File: config.mk
export PLATFORM = sky130hd
export DESIGN_NAME = alu_arbiter_flat
export DESIGN_NICKNAME = d
export VERILOG_FILES = /design/src/rtl/alu_arbiter_if.sv /design/src/rtl/alu_arbiter.sv /design/src/flat_wrapper.sv
export SDC_FILE = /design/constraint.sdc
export NUM_CORES = 1
export LEC_CHECK = 0
export BUFFER_PORTS_ARGS = -buffer_cell sky130_fd_sc_hd__buf_2
export CAP_MARGIN = 10
export CORE_AREA = 2 2 111 113
export CTS_CLUSTER_DIAMETER = 150
export DETAILED_ROUTE_END_ITERATION = 6
export DIE_AREA = 0 0 113 115
export GPL_ROUTABILITY_DRIVEN = 0
export GPL_TIMING_DRIVEN = 0
export MAX_ROUTING_LAYER = met4
export PLACE_DENSITY_LB_ADDON = 0.05
export SLEW_MARGIN = 40
export SYNTH_ARGS = -nofsm -noshare
export SYNTH_HDL_FRONTEND = slang
export SYNTH_SLANG_ARGS = --single-unit
File: constraint.sdc
create_clock -name clk -period 2.8 [get_ports clk]
set_input_delay 0.84 -clock clk [delete_from_list [all_inputs] [get_ports clk]]
set_output_delay 0.84 -clock clk [all_outputs]
set_load 0.01 [all_outputs]
File: src/rtl/alu_arbiter_if.sv
// rtl/alu_arbiter_if.sv - ALU control types and requester-side bus of the shared-ALU arbiter
package alu_pkg;
  typedef enum logic [3:0] {
    nop_, add_, sub_, and_, or_, xor_, sll_, srl_, sra_, lt_, eq_, ne_, ge_
  } alu_op_t;

  typedef struct packed {
    alu_op_t op;
    logic    is_signed;
  } ALU_sig;
endpackage

interface alu_arbiter_if #(
  parameter int DATA_W = 32
);
  import alu_pkg::*;

  logic [1:0]        req_valid;
  logic [1:0]        req_ready;
  ALU_sig            req_ctrl0;
  ALU_sig            req_ctrl1;
  logic [DATA_W-1:0] req_in1_0;
  logic [DATA_W-1:0] req_in1_1;
  logic [DATA_W-1:0] req_in2_0;
  logic [DATA_W-1:0] req_in2_1;
  logic [1:0]        rsp_valid;
  logic [1:0]        rsp_ready;
  logic [DATA_W-1:0] rsp_data;
  logic              rsp_branch;

  modport master (
    output req_valid, req_ctrl0, req_ctrl1, req_in1_0, req_in1_1, req_in2_0, req_in2_1,
    output rsp_ready,
    input  req_ready, rsp_valid, rsp_data, rsp_branch
  );

  modport slave (
    input  req_valid, req_ctrl0, req_ctrl1, req_in1_0, req_in1_1, req_in2_0, req_in2_1,
    input  rsp_ready,
    output req_ready, rsp_valid, rsp_data, rsp_branch
  );
endinterface

File: src/rtl/alu_arbiter.sv
// rtl/alu_arbiter.sv - two-port arbiter in front of the shared combinational ALU
// Grants one requester per free slot and returns the ALU result through a one-entry response register.
module alu_arbiter
  import alu_pkg::*;
#(
  parameter int DATA_W = 32,
  parameter bit RR_EN  = 1'b1
) (
  input  logic              clk,
  input  logic              rst,
  alu_arbiter_if.slave      bus,
  output ALU_sig            alu_ctrl,
  output logic [DATA_W-1:0] alu_in1,
  output logic [DATA_W-1:0] alu_in2,
  input  logic [DATA_W-1:0] alu_out,
  input  logic              alu_branch_flag
);

  typedef enum logic {IDLE, RESP} state_t;

  state_t            state;
  state_t            state_nxt;
  logic              rsp_owner;
  logic              last_grant;
  logic              slot_free;
  logic              accept;
  logic              gnt;
  logic [DATA_W-1:0] rsp_data_q;
  logic              rsp_branch_q;

  always_ff @(posedge clk) begin
    if (rst) begin
      state <= IDLE;
    end else begin
      state <= state_nxt;
    end
  end

  // In RESP the owner's valid is always high, so its ready alone frees the slot.
  always_comb begin
    slot_free = (state == IDLE) || bus.rsp_ready[rsp_owner];
    if (bus.req_valid == 2'b11) begin
      gnt = RR_EN ? ~last_grant : 1'b0;
    end else begin
      gnt = bus.req_valid[1];
    end
    accept    = !rst && slot_free && (|bus.req_valid);
    state_nxt = state;
    case (state)
      IDLE: if (accept) state_nxt = RESP;
      RESP: if (bus.rsp_ready[rsp_owner]) state_nxt = accept ? RESP : IDLE;
      default: state_nxt = IDLE;
    endcase
  end

  always_comb begin
    bus.req_ready = 2'b00;
    bus.rsp_valid = 2'b00;
    alu_ctrl      = '{op: nop_, is_signed: 1'b0};
    alu_in1       = '0;
    alu_in2       = '0;
    if (accept) begin
      bus.req_ready[gnt] = 1'b1;
      alu_ctrl = gnt ? bus.req_ctrl1 : bus.req_ctrl0;
      alu_in1  = gnt ? bus.req_in1_1 : bus.req_in1_0;
      alu_in2  = gnt ? bus.req_in2_1 : bus.req_in2_0;
    end
    if (state == RESP) begin
      bus.rsp_valid[rsp_owner] = 1'b1;
    end
  end

  always_ff @(posedge clk) begin
    if (rst) begin
      rsp_data_q   <= '0;
      rsp_branch_q <= 1'b0;
      rsp_owner    <= 1'b0;
      last_grant   <= 1'b1;
    end else if (accept) begin
      rsp_data_q   <= alu_out;
      rsp_branch_q <= alu_branch_flag;
      rsp_owner    <= gnt;
      last_grant   <= gnt;
    end
  end

  assign bus.rsp_data   = rsp_data_q;
  assign bus.rsp_branch = rsp_branch_q;

  a_req_ready_onehot: assert property (@(posedge clk) $onehot0(bus.req_ready));
  a_rsp_valid_onehot: assert property (@(posedge clk) $onehot0(bus.rsp_valid));
  a_rsp_stable: assert property (@(posedge clk) disable iff (rst)
    (|(bus.rsp_valid & ~bus.rsp_ready)) |=>
      ($stable(bus.rsp_data) && $stable(bus.rsp_branch) && $stable(bus.rsp_valid)));

endmodule

File: src/flat_wrapper.sv
// flat-port wrapper written by rule: the top's interface ports become plain ports
module alu_arbiter_flat import alu_pkg::*;
#(
  parameter int DATA_W = 32,
  parameter bit RR_EN  = 1'b1
)
  (clk, rst, alu_ctrl, alu_in1, alu_in2, alu_out, alu_branch_flag, bus_req_valid, bus_req_ctrl0, bus_req_ctrl1, bus_req_in1_0, bus_req_in1_1, bus_req_in2_0, bus_req_in2_1, bus_rsp_ready, bus_req_ready, bus_rsp_valid, bus_rsp_data, bus_rsp_branch);
  alu_arbiter_if #(.DATA_W(DATA_W)) bus_i ();
  input  logic clk;
  input  logic rst;
  output ALU_sig alu_ctrl;
  output logic [DATA_W-1:0] alu_in1;
  output logic [DATA_W-1:0] alu_in2;
  input  logic [DATA_W-1:0] alu_out;
  input  logic alu_branch_flag;
  input wire logic [$bits(bus_i.req_valid)-1:0] bus_req_valid;
  input wire logic [$bits(bus_i.req_ctrl0)-1:0] bus_req_ctrl0;
  input wire logic [$bits(bus_i.req_ctrl1)-1:0] bus_req_ctrl1;
  input wire logic [$bits(bus_i.req_in1_0)-1:0] bus_req_in1_0;
  input wire logic [$bits(bus_i.req_in1_1)-1:0] bus_req_in1_1;
  input wire logic [$bits(bus_i.req_in2_0)-1:0] bus_req_in2_0;
  input wire logic [$bits(bus_i.req_in2_1)-1:0] bus_req_in2_1;
  input wire logic [$bits(bus_i.rsp_ready)-1:0] bus_rsp_ready;
  output wire logic [$bits(bus_i.req_ready)-1:0] bus_req_ready;
  output wire logic [$bits(bus_i.rsp_valid)-1:0] bus_rsp_valid;
  output wire logic [$bits(bus_i.rsp_data)-1:0] bus_rsp_data;
  output wire logic [$bits(bus_i.rsp_branch)-1:0] bus_rsp_branch;
  assign bus_i.req_valid = bus_req_valid;
  assign bus_i.req_ctrl0 = bus_req_ctrl0;
  assign bus_i.req_ctrl1 = bus_req_ctrl1;
  assign bus_i.req_in1_0 = bus_req_in1_0;
  assign bus_i.req_in1_1 = bus_req_in1_1;
  assign bus_i.req_in2_0 = bus_req_in2_0;
  assign bus_i.req_in2_1 = bus_req_in2_1;
  assign bus_i.rsp_ready = bus_rsp_ready;
  assign bus_req_ready = bus_i.req_ready;
  assign bus_rsp_valid = bus_i.rsp_valid;
  assign bus_rsp_data = bus_i.rsp_data;
  assign bus_rsp_branch = bus_i.rsp_branch;
  alu_arbiter #(.DATA_W(DATA_W), .RR_EN(RR_EN)) u_core (.clk(clk), .rst(rst), .bus(bus_i), .alu_ctrl(alu_ctrl), .alu_in1(alu_in1), .alu_in2(alu_in2), .alu_out(alu_out), .alu_branch_flag(alu_branch_flag));
endmodule
; ---- Yosys cells after proc, flatten, opt, wreduce, memory -nomap -nowiden
; Index checks and enable logic that the tools add are counted.
; Widths: inputs -> output; s select.
[op_classes]
n_eq_ne = 1
muxes = 18
n_lt_le_gt_ge = 4
n_bitwise = 2
n_reduce_logical = 7
div_mod_pow = 0
add_sub_neg = 0
n_mul = 0
n_shift = 0
[ops]
columns = op, n
row1 = $mux 32, 4
row2 = $mux 5, 2
row3 = $mux 1, 7
row4 = $logic_and 1x1->1, 4
row5 = $lt 1x2->1 const B, 2
row6 = $mux 2, 2
row7 = $demux 1 s1, 2
row8 = $eq 2x2->1 const B, 1
row9 = $ge 1x1->1 const B, 2
row10 = $not 1->1, 2
row11 = $pmux 1 s2, 1
row12 = $reduce_or 2->1, 1
row13 = $logic_not 1->1, 1
row14 = $logic_or 1x1->1, 1
[word_totals]
latch_bits = 0
mem_bits_ro = 0
word_cells = 37
register_bits = 36
ram_bits = 0
n_memories = 0

; ---- Depth between registers and ports, before layout
; Gate-level depths: netlist (run 1).
[logic_depth]
depth_word = 8
mapped_depth = 6
mapped_depth_nobuf = 3

; ---- Worst setup path after synthesis (run 1)
; Ideal clock, no wire load.
[synth_path]
path_type = input -> output
from = input rst
to = output alu_in2[23]
t_arrival_ns = 1.865
stages = 6
setup_slack_ns = 0.095
path_cell_list = clkbuf_1 -> a211o_1 -> buf_6 -> buf_6 -> buf_6 -> a21oi_1
[synth_via]
elab_chain_cells = 4
[synth_lines]
columns = element, line_no
row1 = from (decl), flat_wrapper.sv:10  ; input logic rst;
row2 = $logic_not 1->1, alu_arbiter.sv:47  ; accept = !rst && slot_free && (|bus.req_valid);
row3 = $logic_and 1x1->1 (2 in series), alu_arbiter.sv:47
row4 = $mux 32, alu_arbiter.sv:62  ; if (accept) begin
row5 = to (decl), flat_wrapper.sv:13  ; output logic [DATA_W-1:0] alu_in2;
; No other way between the ends.

; ---- Worst setup path after layout (run 1)
[layout_path]
from = input bus_req_valid[0]
to = output alu_in2[10]
[layout_via]
elab_chain_cells = 4
elab_cells_between_ends = 6
classes_between = 1 x eq/ne / 3 x mux / 2 x reduce/logical
[layout_lines]
columns = element, line_no
row1 = from (decl), flat_wrapper.sv:16  ; input wire logic [$bits(bus_i.req_valid)-1:0] bus_req_valid;
row2 = $eq 2x2->1, alu_arbiter.sv:42  ; if (bus.req_valid == 2'b11) begin
row3 = $mux 1, alu_arbiter.sv:42
row4 = $mux 32, alu_arbiter.sv:66  ; alu_in2 = gnt ? bus.req_in2_1 : bus.req_in2_0;
row5 = $mux 32 (*), alu_arbiter.sv:62
; Mark *: on every way between the ends. The rest lies on a longest branch, timed or not.

==> flow_metrics.py, run 1 <==
metrics = {
    "critical_path": {
        "cp-end-kind": "output pin",
        "path_max_fanout": 10,
        "critPathLaunchType": "primary input",
        "regToRegSetupSlack_ns": 0.80,
        "arrival_ns": 1.99,
        "required_ns": 1.96,
        "critPathKind": "primary input to output pin",
    },
    "sta": {
        "rsz0062_at_grt": "true",
        "setup_ws_ns": -0.0259,
        "tns_ns": -0.0259,
        "fmax_mhz": 354,
        "setup_viol": 1,
        "final.min_clock_period_ns": 2.83,
        "slew_violations": 0,
        "max_slew_margin_pct": 68.1,
        "finalClockSkew_ns": 0.00568,
        "worstMarginPinSlew_ns": 0.478,
        "period_share_pct": 101,
        "hold_violations": 0,
    },
    "placement": {
        "hpwlAfterDp_um": 9010,
        "port_buffers": 281,
        "dp.cells": 784,
    },
    "die": {
        "initial_core_util_pct": 22.0,
        "dieWidth_um": 113,
        "io_pins": 283,
        "die_y_um": 115,
        "core_area_mm2": 0.0118,
        "die-area_mm2": 0.0130,
        "row_count": 40,
    },
    "logic_synthesis": {
        "syn-mean-instance-area_um2": 7.30,
        "ys_warn_count": 0,
        "synth_nets": 533,
        "netlist_instances": 356,
        "synth_top_area_share_pct": 27.7,
        "synth_area_leaders": "dfxtp_1 28%, nand2_1 20%, mux2_4 18%",
        "yosysTopAreaCell": "dfxtp_1",
        "ys_ff_latch": 36,
        "ys_seq_area_share_pct": 27.7,
        "yosysUniqueCellTypes": 17,
        "netlist_area_mm2": 0.00260,
    },
    "flow_run": {
        "cap_violations": 0,
    },
    "clock_tree": {
        "cts_buffers": 5,
        "cts.sinks": 36,
        "cts_hold_buf": 0,
        "cts_buffer_depth": 2,
        "root_buffer": "clkbuf_16",
        "cts_max_level": 2,
        "clkTransAtPathRegs_ns": 0.05,
        "clkLatencyLatePin_ns": 0.27,
        "cts_tree": "built",
    },
    "worst_hold_path": {
        "hp-class": "flip-flop to flip-flop",
    },
    "detailed_routing": {
        "avgRoutedWirePerCell_um": 14.2,
        "vias": 3423,
        "via_per_inst": 4.31,
        "wirelength_um": 11300,
        "drc_errors": 20,
        "first_iter_violations": 200,
        "ant_nets": 0,
        "first_pass_iters": 7,
    },
    "global_route": {
        "grt_pass1_vias": 3051,
        "grt_first_pass_wirelength_um": 15800,
        "track_usage_pct": 15.6,
        "antenna_found_initial": 0,
        "grt_overflow": 0,
        "grt_max_degree": 11,
    },
    "final_layout": {
        "instances_no_fill": 795,
        "synthToLayoutAreaGrowth_pct": 79.5,
        "drive_gt1_share_pct": 60.8,
        "fin_nets": 825,
        "antennaDiodeCount": 0,
    },
    "pwr": {
        "p_leak_nw": 2.61,
        "powerDensity_mw_per_mm2": 392,
        "irDropWorstVdd_mv": 0.242,
    },
    "outcome": {
        "outcome": "finished with violations",
        "failed_checks": "DRC, setup timing",
    },
}
-- Yosys cell counts --
| master | number |
|---|---|
| nand2_1 | 139 |
| a21oi_1 | 70 |
| dfxtp_1 | 36 |
| nor2b_1 | 34 |
| mux2_4 | 31 |
| clkbuf_1 | 19 |
| buf_6 | 12 |
| nor2_1 | 3 |
| a21bo_2 | 2 |
| mux2_2 | 2 |
| mux2i_1 | 2 |
| a211o_1 | 1 |
| a21boi_1 | 1 |
| a221o_1 | 1 |
| and2_1 | 1 |
| and2b_1 | 1 |
| nand2b_1 | 1 |
-- worst max-delay path: stages --
cell and delay, ns:
buf_4 0.12, nor2_1 0.07, a211o_4 0.34, clkbuf_16 0.17
buf_12 0.14, a21oi_4 0.14, buf_2 0.16
-- cell families after synthesis --
logic type / count (synthesis) / share of synthesized area (%)
buffers and inverters: 31 / 7.95
DFF: 36 / 27.7
and+or+nand+nor: 179 / 29.5
muxes: 35 / 19.6
AOI/OAI and AO/OA: 75 / 15.3
-- through the flow --
step,utilization (%),cell area (µm²),power [W],setup slack (ns),hold WS (ns)
after floorplan,-,2600,0.000953,0.0947,0.483
after global placement,35.5,4190,0.00124,-0.551,0.502
after detailed placement,35.5,4190,0.00125,-0.587,0.505
after CTS,37.3,4400,0.00179,0.00120,0.519
after global routing,39.5,4660,0.00194,-0.0546,0.594
final,39.5,4660,0.00183,-0.0259,0.551
-- final cells by class --
cell class                 count  area, µm²
clock inverter                 1       5.00
clock buffer                   6        129
buffer                        29        263
timing repair buffer         287       1500
fill                        1285       7150
multi-input combinational    289       1860
tap                          147        184
sequential                    36        721
-- power by group --
group          switching (W)  total (W)  internal, W
logic               0.000346   0.000720     0.000375
registers          0.0000249   0.000589     0.000564
clock network       0.000195   0.000518     0.000323
total               0.000565    0.00183      0.00126
-- layer usage --
layer | share of wire, % | GRT usage (%) | wire (µm)
met1 | 39 | 18.4 | 4360
met4 | 1.1 | 3.25 | 123
met5 | 0 | - | 0
met3 | 8.5 | 3.80 | 966
met2 | 52 | 27.3 | 5850
-- registers in the layout, summed over array words and instances (netlist names) --
| signal | cells |
|---|---|
| u_core.state | 1 |
| u_core.last_grant | 1 |
| u_core.bus.rsp_branch | 1 |
| u_core.bus.rsp_data | 32 |
| u_core.rsp_owner | 1 |
-- cell usage in the layout, fill, tap and decap left out, drive strengths merged, types with 2 or more instances in the layout --
cell,instances
buf,299
nand2,139
a21oi,70
dfxtp,36
nor2b,34
mux2,33
clkbuf,23
nor2,3
a21bo,2
mux2i,2
-- path summary, 6_finish.rpt --
path                                                     from                                   to  depth (start not counted)
worst min-delay path                  u_core.state$_SDFF_PP0_              u_core.state$_SDFF_PP0_                          2
worst max register to register  u_core.rsp_owner$_SDFFE_PP0P_  u_core.bus.rsp_data[9]$_SDFFE_PP0P_                          7
worst max-delay path                         bus_req_valid[0]                          alu_in2[10]                          7
worst min register to register        u_core.state$_SDFF_PP0_              u_core.state$_SDFF_PP0_                          2
-- repair_timing --
item / in CTS / in global routing
cloned: 0 / 2
gates resized for setup: 31 / 53
endpoints found under the setup margin: 71 / 71
pin swaps: 2 / 1
setup buffers: 2 / 2
Power figures use the tool's default switching activity.
==> inputs of run 2 (changes only) <==
--- a/config.mk
+++ b/config.mk
@@ -5,6 +5,7 @@
 export SDC_FILE = /design/constraint.sdc
 export NUM_CORES = 1
 export LEC_CHECK = 0
+export ABC_AREA = 1
 export BUFFER_PORTS_ARGS = -buffer_cell sky130_fd_sc_hd__buf_2
 export CAP_MARGIN = 10
 export CORE_AREA = 2 2 111 113
==> run 2 against run 1 <==
The flow finishes with violations (DRC). Total power shrank 4.6%. Core utilization shrank 4.0 points. Hold slack lost 0.090 ns. Fmax grew 2.9%. Sequential power is essentially flat. Count of clock-buffer cells in the layout grew 1. Register-to-register slack gained 0.60 ns. Final area shrank 10%. Combinational power shrank 15%. Global-route usage grew 0.75 points. Largest power group unchanged.
==> flow_metrics.py, run 2 <==
metrics = {
    "logic_synthesis": {
        "synth_edf_count": 0,
        "synth_top_flop_cell": "dfxtp_1",
        "yosysMostFrequentCell": "nand2_1",
        "ys_warn_count": 0,
        "ys_seq_area_share_pct": 31.4,
        "ys_ff_latch": 36,
        "yosysUniqueCellTypes": 13,
        "async_reset_ff_share_pct": 0,
        "syn-mean-instance-area_um2": 5.75,
        "synth_area_leaders": "nand2_1 34%, dfxtp_1 31%, a21oi_1 15%",
        "yosysTopAreaCell": "nand2_1",
        "netlist_top_cells_count": "211 x nand2_1, 71 x a21oi_1, 36 x dfxtp_1, 36 x nand3_1, 15 x clkbuf_1",
        "synth_nets": 576,
        "netlist_area_mm2": 0.00230,
        "synth_top_area_share_pct": 34.5,
        "netlist_instances": 399,
    },
    "sta": {
        "worstMarginPinSlew_ns": 0.444,
        "period_share_pct": 98.0,
        "setup_viol": 0,
        "final.min_clock_period_ns": 2.75,
        "slew_violations": 0,
        "finalClockSkew_ns": 0.00619,
        "tns_ns": 0,
        "fmax_mhz": 364,
        "rsz0062_at_grt": "true",
        "max_slew_margin_pct": 70.4,
        "hold_violations": 0,
    },
    "placement": {
        "hpwlAfterDp_um": 9480,
        "place_area_mm2": 0.00389,
        "port_buffers": 282,
        "dp.cells": 828,
    },
    "die": {
        "die-area_mm2": 0.0130,
        "dieWidth_um": 113,
        "core_area_mm2": 0.0118,
        "io_pins": 283,
        "die_y_um": 115,
        "initial_core_util_pct": 19.4,
        "row_count": 40,
    },
    "critical_path": {
        "path_max_fanout": 10,
        "arrival_ns": 1.91,
        "critPathKind": "primary input to output pin",
        "required_ns": 1.96,
        "critPathLaunchType": "primary input",
        "cp-end-kind": "output pin",
    },
    "detailed_routing": {
        "wirelength_um": 11400,
        "first_pass_iters": 7,
        "avgRoutedWirePerCell_um": 13.6,
        "ant_nets": 0,
        "first_iter_violations": 185,
        "via_per_inst": 4.29,
        "vias": 3597,
        "drc_errors": 20,
    },
    "final_layout": {
        "fin_nets": 867,
        "final_common_cell": "buf_2",
        "mostFrequentLayoutCells": "289 x buf_2, 210 x nand2_1, 50 x a21oi_1",
        "instances_no_fill": 838,
        "synthToLayoutAreaGrowth_pct": 82.6,
        "antennaDiodeCount": 0,
        "multi_input_area_mm2": 0.00146,
        "largest_register_ffs": 32,
        "regArea_um2": 721,
        "fin_area_mm2": 0.00419,
        "drive_gt1_share_pct": 50.1,
        "fillerInstances": 1344,
    },
    "clock_tree": {
        "cts_buffer_depth": 2,
        "cts_hold_buf": 0,
        "cts.sinks": 36,
        "cts_tree": "built",
        "root_buffer": "clkbuf_16",
        "clkTransAtPathRegs_ns": 0.05,
        "cts_max_level": 2,
        "cts_buffers": 5,
        "clkLatencyLatePin_ns": 0.28,
    },
    "pwr": {
        "switchingPower_w": 0.000573,
        "pwr-share-seq_pct": 33.7,
        "power.share.clock_pct": 31.1,
        "p_int_w": 0.00117,
        "irDropWorstVdd_mv": 0.265,
        "powerDensity_mw_per_mm2": 416,
        "p_leak_nw": 2.51,
        "p_comb_share_pct": 35.3,
        "switching_share_pct": 32.9,
    },
    "global_route": {
        "grt_overflow": 0,
        "grt_first_pass_wirelength_um": 16700,
        "track_usage_pct": 16.4,
        "antenna_found_initial": 0,
        "grt_pass1_vias": 3360,
        "grt_max_degree": 12,
    },
    "worst_hold_path": {
        "hp-class": "flip-flop to flip-flop",
    },
    "outcome": {
        "outcome": "finished with violations",
        "failed_checks": "DRC",
    },
    "flow_run": {
        "cap_violations": 0,
    },
}
[run 2: cell types whose count changed after synthesis, moves of 3 or more]
cell	change
buf_2	+8
buf_6	-4
clkbuf_1	-4
inv_1	+4
inv_2	+3
mux2_4	-31
nand2_1	+72
nand3_1	+36
nor2b_1	-34
[run 2: logic make-up after synthesis]
family / synth area share, %
and+or+nand+nor: 43.7
buffers and inverters: 9.43
AOI/OAI and AO/OA: 15.5
DFF: 31.4
[run 2: layer usage]
layer,global-route usage (%),up-vias,routed length [µm]
li1,-,1856,-
met1,17.2,1575,4380
met2,31.8,153,6100
met3,2.69,13,770
met4,4.07,0,146
met5,-,-,0
[run 2: critical path, stage by stage]
cell     delay, ns
buf_2         0.11
nor2_1        0.06
nor2_2        0.18
nand2_2       0.12
buf_12        0.16
buf_6         0.14
a21oi_1       0.12
buf_2         0.16
[run 2: timing repair]
action / 4_1_cts / 5_1_grt
buffers inserted: 0 / 2
endpoints found under the setup margin: 70 / 67
pin swaps: 0 / 2
resized for setup: 17 / 35
[run 2: power groups by stage]
stage          Sequential, W  Combinational (W)  Clock, W
2_1_floorplan       0.000619           0.000267         0
3_3_place_gp        0.000596           0.000583         0
3_5_place_dp        0.000597           0.000587         0
4_1_cts             0.000587           0.000595  0.000564
5_1_grt             0.000593           0.000680  0.000584
6_report            0.000587           0.000614  0.000541
[run 2: final timing paths]
kind	end	cells past startpoint	slack [ns]	start
worst min register to register	u_core.bus.rsp_data[14]$_SDFFE_PP0P_	2	0.46	u_core.bus.rsp_data[14]$_SDFFE_PP0P_
worst max register to register	u_core.bus.rsp_data[7]$_SDFFE_PP0P_	8	1.40	u_core.rsp_owner$_SDFFE_PP0P_
worst max-delay path	alu_in1[10]	8	0.05	bus_req_valid[1]
worst min-delay path	u_core.bus.rsp_data[14]$_SDFFE_PP0P_	2	0.46	u_core.bus.rsp_data[14]$_SDFFE_PP0P_
[run 2: cell type report]
type	count	share of cell area, %
plain buffers	31	5.52
clock buffers	7	3.16
clock inverters	1	0.209
inverters	8	0.776
multi-input cells	324	34.7
flip-flops and latches	36	17.2
well taps	147	4.39
repair buffers	284	34.0
[run 2: per-stage QoR]
step | util [%] | total power [W] | hold WS (ns) | worst slack (ns)
after floorplan | - | 0.000886 | 0.429 | 0.278
after global placement | 32.9 | 0.00118 | 0.449 | -0.342
after detailed placement | 32.9 | 0.00118 | 0.456 | -0.375
after CTS | 34.4 | 0.00175 | 0.466 | -0.0355
after global routing | 35.5 | 0.00186 | 0.479 | -0.00112
final | 35.5 | 0.00174 | 0.461 | 0.0549
